===== config.mk =====
export PLATFORM = sky130hd
export DESIGN_NAME = fc_argmax_sched
export DESIGN_NICKNAME = d
export VERILOG_FILES = /design/src/rtl/fc_pkg.sv /design/src/rtl/fc_argmax_track.sv /design/src/rtl/fc_argmax_sched.sv
export SDC_FILE = /design/constraint.sdc
export NUM_CORES = 1
export LEC_CHECK = 0
export ABC_CLOCK_PERIOD_IN_PS = 4350
export CAP_MARGIN = 10
export CORE_MARGIN = 10
export CORE_UTILIZATION = 44
export DETAILED_ROUTE_END_ITERATION = 10
export GPL_TIMING_DRIVEN = 0
export PLACE_DENSITY_LB_ADDON = 0.12
export SLEW_MARGIN = 20
export SYNTH_ARGS = -nofsm -noshare
export SYNTH_HDL_FRONTEND = slang
export SYNTH_SLANG_ARGS = --single-unit

===== constraint.sdc =====
create_clock -name clk -period 4.35 [get_ports clk]
set_input_delay 0.87 -clock clk [delete_from_list [all_inputs] [get_ports clk]]
set_output_delay 0.87 -clock clk [all_outputs]
set_load 0.005 [all_outputs]

===== src/rtl/fc_pkg.sv =====
// Shared sizing, types and helpers for the output-layer argmax scheduler.
package fc_pkg;

    localparam int N_CLASS = 10;
    localparam int SCORE_W = 9;
    localparam int IDX_W   = 4;
    localparam int ACT_W   = 4;
    localparam int N_LANE  = 32;
    localparam int IN_W    = N_LANE * ACT_W;

    typedef logic signed [SCORE_W-1:0] score_t;
    typedef logic [IDX_W-1:0]          cls_idx_t;

    typedef enum logic [1:0] {
        ST_IDLE,
        ST_SCAN,
        ST_DONE
    } state_t;

    function automatic logic [N_CLASS-1:0] onehot_of(input cls_idx_t idx);
        return N_CLASS'(1) << idx;
    endfunction

endpackage


===== src/rtl/fc_argmax_track.sv =====
// Running strict-maximum tracker. Exposes the post-update index/tie so the
// caller can register the final decision on the same edge as the last score.
module fc_argmax_track
    import fc_pkg::*;
(
    input  logic               clk,
    input  logic               rst_n,
    input  logic               clear,
    input  logic               rsp_valid,
    input  logic signed [SCORE_W-1:0] score,
    input  logic [IDX_W-1:0]   idx,
    output logic [IDX_W-1:0]   best_idx,
    output logic               tie
);

    score_t   max_reg, max_next;
    cls_idx_t idx_reg, idx_next;
    logic     tie_reg, tie_next;

    always_comb begin
        max_next = max_reg;
        idx_next = idx_reg;
        tie_next = tie_reg;
        if (clear) begin
            max_next = '0;
            idx_next = '0;
            tie_next = 1'b0;
        end else if (rsp_valid) begin
            // Class 0 seeds the maximum regardless of the stale register value.
            if (idx == '0 || score > max_reg) begin
                max_next = score;
                idx_next = idx;
                tie_next = 1'b0;
            end else if (score == max_reg) begin
                tie_next = 1'b1;
            end
        end
    end

    always_ff @(posedge clk) begin
        if (!rst_n) begin
            max_reg <= '0;
            idx_reg <= '0;
            tie_reg <= 1'b0;
        end else begin
            max_reg <= max_next;
            idx_reg <= idx_next;
            tie_reg <= tie_next;
        end
    end

    assign best_idx = idx_next;
    assign tie      = tie_next;

endmodule


===== src/rtl/fc_argmax_sched.sv =====
// Classifier scheduler: latches one activation vector, issues one score request
// per class to a shared score unit, and reports the unique strict maximum.
module fc_argmax_sched
    import fc_pkg::*;
(
    input  logic               clk,
    input  logic               rst_n,
    input  logic               in_valid,
    output logic               in_ready,
    input  logic [IN_W-1:0]    in_vec,
    output logic [IN_W-1:0]    score_vec,
    output logic               score_req_valid,
    input  logic               score_req_ready,
    output logic [IDX_W-1:0]   score_cls,
    input  logic               score_rsp_valid,
    input  logic signed [SCORE_W-1:0] score_rsp,
    output logic               out_valid,
    input  logic               out_ready,
    output logic               out_hit,
    output logic [IDX_W-1:0]   out_cls,
    output logic [N_CLASS-1:0] out_onehot
);

    localparam cls_idx_t CNT_END = IDX_W'(N_CLASS);
    localparam cls_idx_t LAST    = IDX_W'(N_CLASS - 1);

    state_t   state_reg, state_next;
    cls_idx_t req_cnt_reg, rsp_cnt_reg;
    cls_idx_t trk_idx;
    logic     trk_tie;
    logic     accept, req_fire, rsp_take, last_rsp;

    assign accept   = in_valid && (state_reg == ST_IDLE);
    assign req_fire = score_req_valid && score_req_ready;
    // Responses arriving outside a scan or past the last class are dropped.
    assign rsp_take = (state_reg == ST_SCAN) && score_rsp_valid && (rsp_cnt_reg < CNT_END);
    assign last_rsp = rsp_take && (rsp_cnt_reg == LAST);
    assign score_cls = score_req_valid ? req_cnt_reg : '0;

    always_comb begin
        state_next      = state_reg;
        in_ready        = 1'b0;
        out_valid       = 1'b0;
        score_req_valid = 1'b0;
        case (state_reg)
            ST_IDLE: begin
                in_ready = 1'b1;
                if (in_valid) state_next = ST_SCAN;
            end
            ST_SCAN: begin
                score_req_valid = (req_cnt_reg < CNT_END);
                if (last_rsp) state_next = ST_DONE;
            end
            ST_DONE: begin
                out_valid = 1'b1;
                if (out_ready) state_next = ST_IDLE;
            end
            default: state_next = ST_IDLE;
        endcase
    end

    always_ff @(posedge clk) begin
        if (!rst_n) begin
            state_reg   <= ST_IDLE;
            req_cnt_reg <= '0;
            rsp_cnt_reg <= '0;
            score_vec   <= '0;
            out_hit     <= 1'b0;
            out_cls     <= '0;
            out_onehot  <= '0;
        end else begin
            state_reg <= state_next;
            if (accept) begin
                score_vec   <= in_vec;
                req_cnt_reg <= '0;
                rsp_cnt_reg <= '0;
            end else begin
                if (req_fire) req_cnt_reg <= req_cnt_reg + 1'b1;
                if (rsp_take) rsp_cnt_reg <= rsp_cnt_reg + 1'b1;
            end
            if (last_rsp) begin
                out_hit    <= !trk_tie;
                out_cls    <= trk_idx;
                out_onehot <= trk_tie ? '0 : onehot_of(trk_idx);
            end
        end
    end

    fc_argmax_track u_track (
        .clk       (clk),
        .rst_n     (rst_n),
        .clear     (accept),
        .rsp_valid (rsp_take),
        .score     (score_rsp),
        .idx       (rsp_cnt_reg),
        .best_idx  (trk_idx),
        .tie       (trk_tie)
    );

endmodule

After elaboration in Yosys (flattened, before gate mapping)
Cells that the tools add are included.
Word-level totals
  flip-flop bits (word level): 167
  input port bits: 143
  logic and storage cells: 52
Cells by class
  add/sub/neg operators: 2
  order comparisons: 3
  equality and inequality tests: 7
  shifts and indexed selects: 1
  mux-type cells: 16
  bitwise operators: 1
  reduce and logical (&&, ||, !) cells: 12
Operators by type and width (count)
  $mux W4: 4
  $mux W10: 1
  $shl A1 B4 Y10 const A: 1
  $eq A9 B9 Y1: 1
  $gt A9 B9 Y1: 1
  $add A4 B1 Y4 const B: 2
  $lt A4 B4 Y1 const B: 2
  $mux W1: 7
  $mux W2: 3
  $ne A2 B2 Y1 const B: 3
  $pmux W2 S3: 1
  $logic_and A1 B1 Y1: 5
  $eq A4 B4 Y1 const B: 1
  $logic_not A4 Y1: 1
  $reduce_and A3 Y1: 1
  $eq A2 B1 Y1 const B: 1
  $eq A2 B2 Y1 const B: 1
  $logic_not A2 Y1: 1
  $reduce_and A2 Y1: 1
  $reduce_or A2 Y1: 1
  $logic_not A1 Y1: 1
  $logic_or A1 B1 Y1: 1
  $not A1 Y1: 1

Logic depth before layout (Yosys ltp)
  depth after elaboration: 7
  depth in mapped cells: 11
  mapped depth without buffers: 10

Modules after synthesis
A second synthesis with hierarchy kept.
Second synthesis, totals
  cells, all modules: 812
  area total of the unflattened synthesis: 7549.7 sq um
By module, submodules not included
  fc_argmax_sched: times used 1, cells each 691, area each 6548.8 sq um, seq. area each 3062.9 sq um
  fc_argmax_track: times used 1, cells each 121, area each 1001.0 sq um, seq. area each 280.3 sq um

Least setup slack after synthesis
OpenSTA, ideal clock, no wires.
  kind: input to register
  from: input port score_rsp[8]
  to: register out_onehot[7]
  library setup time: 87 ps
  data arrival time: 2791 ps
  required time: 4263 ps
  path slack: 1472 ps
  stages: 10
  path buffers: 1
  path through: ha_1 nand4_2 nor3_2 nor2_1 nor4b_2 or2_1 buf_6 nor2_4 mux2_4 o31ai_1
Between the ends
  longest elaborated chain between the ends: 7
  elaborated cells on any way between the ends: 12
RTL lines
  from (decl): line fc_argmax_sched.sv:16  | input logic signed [SCORE_W-1:0] score_rsp,
  $gt A9 B9 Y1: line fc_argmax_track.sv:30  | if (idx == '0 || score > max_reg) begin
  $logic_or A1 B1 Y1: line fc_argmax_track.sv:30
  $mux W4: line fc_argmax_track.sv:30
  $mux W4: line fc_argmax_track.sv:28  | end else if (rsp_valid) begin
  $mux W4: line fc_argmax_track.sv:24  | if (clear) begin
  $shl A1 B4 Y10: line fc_pkg.sv:21  | return N_CLASS'(1) << idx;
  $mux W10 (*): line fc_argmax_sched.sv:84  | out_onehot <= trk_tie ? '0 : onehot_of(trk_idx);
  to (signal assigned): line fc_argmax_sched.sv:84
  to (decl): line fc_argmax_sched.sv:21  | output logic [N_CLASS-1:0] out_onehot
Mark *: on every way between the ends. The rest lies on a longest branch, timed or not.
A chain may end at the register's enable or synchronous reset.

Final worst setup path
  from: input port score_rsp[8]
  to: register out_onehot[3]
The elaborated chain is that of the path after synthesis.

==> results.cfg <==
[logic_synthesis]
synth.most_common_cell = nand2_1
synth.cell_area_mm2 = 0.00629
synthFlopType = dfxtp_1
yosys_warnings = 0
synth_cell_types = 44
syn_nets = 938
netlist.area_leader.share_pct = 53.2
synth_edf_count = 0
synth_cells = 782
synthArstFlopShare_pct = 0
syn_area_per_cell_um2 = 8.04
synth_seq_area_share_pct = 53.2
synth_top_area_cell = dfxtp_1
synth_seq_cells = 167
synth_commonest_cells = nand2_1, dfxtp_1, a21oi_1, clkbuf_1, nor2_1
synth_area_leaders = dfxtp_1, nand2_1, a21oi_1

[floorplanning]
num_rows = 43
coreArea_mm2 = 0.0139
start_util_pct = 45.1
dieWidth_um = 140
ios = 293
die-area_mm2 = 0.0195
die_h_um = 140

[clock_network]
cts_hold_buffers = 0
ctsResizeCount = 0
cts_setup_buffers = 0
clockRootBuffer = clkbuf_16
cts_buffer_depth = 2
clkSlewWorstSetupHoldPaths_ns = 0.06
cts_tree = built
cts.htree.levels = 4
clock_sinks = 167
clock_latency_ns = 0.42
cts_buffers = 17

[worst_hold_path]
worstHoldStart = score_vec[123]
hp-class = reg -> reg
hold_end = score_vec[123]
whs_path_depth = 2

[critical_path]
r2r_start = u_track.max_reg[8]
crit_buf_inv = 2
cp_data_arrival_time_ns = 3.55
worstPathCellList = clkdlybuf4s50_1 -> ha_1 -> nand4_2 -> nor3_2 -> nor2_1 -> nor4b_2 -> or2_1 -> buf_6 -> nor2_4 -> mux2_4 -> o31ai_1
end_kind = flip-flop
rrSetupSlack_ns = 1.67
critPathRequiredTime_ns = 4.68
r2r-end = out_onehot[3]
critPathKind = in -> reg
cp-start-kind = primary input
crit_fanout = 8
critical_path.max_stage_delay_ns = 0.43
crit_family = simple AND/OR/NAND/NOR gates
reg2regPathDepth = 11
crit_slowest_cell = clkdlybuf4s50_1

[power]
p_sw_share_pct = 22.7
pwr-share-comb_pct = 13.8
clockPowerShare_pct = 42.8
power.leakage_uw = 0.00374
power.density_mw_per_mm2 = 375
p_sw_uw = 858
irDropWorstVdd_v = 0.000243
p_int_uw = 2920
share_seq_of_total_power_pct = 43.4

[detailed_routing]
antenna_left = 0
num_vias = 6272
drc = 0
drt_pass1_iterations = 4
routedWlPerCell_um = 17.1
vias_per_cell = 4.88
initialDrtViolationCount = 342
drt_wl_total_mm = 22.0

[sta]
slew_violations = 0
skew_ns = 0.00576
final_hold_viol_count = 0
worst_pin_slew_ns = 0.651
tns_ns = 0
rsz0062_at_grt = no
setup_viol = 0
max-slew-margin-rel_pct = 56.6
fin_crit_sh_pct = 73.9
min_period_ns = 3.21
fmax_ghz = 0.311

[place]
place_congestion = 0.849
hpwl_mm = 17.2
dp.cells = 1254
numPortBuffers = 292

[final_layout]
register_area_mm2 = 0.00334
largest_register_ffs = 128
n_fill_cell = 1135
instances_no_fill = 1286
multiInputGateArea_mm2 = 0.00269
antennaDiodeCount = 0
drive_gt1_share_pct = 3.62
area_growth_pct = 60.1
final_nets = 1249

[grt]
grt_pass1_vias = 6127
grt_start_max_net_pins = 17
grt_antenna_before_repair = 1
grt_pass1_wl_mm = 34.4
grt_overflow = 0
grt_usage_pct = 21.9

[outcome]
status = complete, no violations

[flow_run]
maxCapViolCount = 0
==> cell families after synthesis <==
logic type | count (synthesis) | synth area share (%)
simple gates | 353 | 23.4
fa+ha+maj | 13 | 2.59
compound gates | 168 | 14.3
flops | 167 | 53.2
buf+inv | 65 | 4.02
mux | 12 | 1.99
xor+xnor | 4 | 0.557
==> metrics by stage <==
step	worst slack (ns)	utilization, %	instance area, um2	hold WS [ns]	total power (uW)
finish	1.14	72.3	10100	0.452	3770
global route	0.938	72.3	10100	0.463	3910
CTS	1.15	72.3	10100	0.454	3800
detailed placement	0.768	67.7	9440	0.445	2200
global placement	0.781	67.7	9440	0.440	2190
floorplan	1.47	-	6290	0.429	1860
==> placed cells by master, fill, tap and decap left out, drive strengths merged, types with 2 or more instances in the layout <==
cell           Yosys  layout
a211o              2       2
a211oi             3       3
a21o               3       3
a21oi            142     142
and2               4       4
and3               6       6
buf                2       2
bufinv             0       4
clkbuf            50      74
clkdlybuf4s50      0     292
clkinv             0       3
dfxtp            167     167
ha                13      13
inv               13      13
mux2i             11      11
nand2            276     276
nand3             16      16
nand4              2       2
nor2              32      32
nor2b              2       2
nor3               5       5
nor4b              3       3
o21ai              5       5
o31ai              6       6
xor2               3       3
==> final cells by class <==
| class | instances | area share (%) |
|---|---|---|
| flip-flops and latches | 167 | 33.2 |
| repair buffers | 292 | 29.0 |
| multi-input cells | 550 | 26.7 |
| clock buffers | 24 | 4.88 |
| well taps | 180 | 2.24 |
| plain buffers | 52 | 2.02 |
| clock inverters | 8 | 1.42 |
| inverters | 13 | 0.484 |
==> metal layers <==
metal / track usage [%] / vias up / part of all wire [%]
met3: 11.4 / 24 / 12
li1: - / 3192 / -
met2: 36.9 / 210 / 49
met4: 7.23 / 0 / 1.7
met1: 23.2 / 2846 / 38
met5: 0 / - / 0
==> worst max path at each step <==
stage | slack (ns) | depth (start not counted) | endpoint | from
6_report | 1.14 | 11 | out_onehot[3] | score_rsp[8]
5_1_grt | 0.94 | 11 | out_onehot[7] | score_rsp[8]
4_1_cts | 1.15 | 11 | out_onehot[3] | score_rsp[8]
3_5_place_dp | 0.77 | 11 | out_onehot[3] | score_rsp[8]
3_3_place_gp | 0.78 | 11 | out_onehot[7] | score_rsp[8]
2_1_floorplan | 1.47 | 10 | out_onehot[7] | score_rsp[8]
==> power by group through the flow <==
stage	registers [uW]	logic [uW]	clock network [uW]
2_1_floorplan	1680	184	0
3_3_place_gp	1670	521	0
3_5_place_dp	1670	525	0
4_1_cts	1640	530	1630
5_1_grt	1650	575	1690
6_report	1640	522	1610
==> tightest hold or removal path, delay by kind of cell, from the launching register on <==
family	cells	cell delay (ns)
DFF	1	0.31
AOI/OAI and AO/OA	1	0.05
and+or+nand+nor	1	0.05
Note: power is estimated with default switching activity, not from simulation.
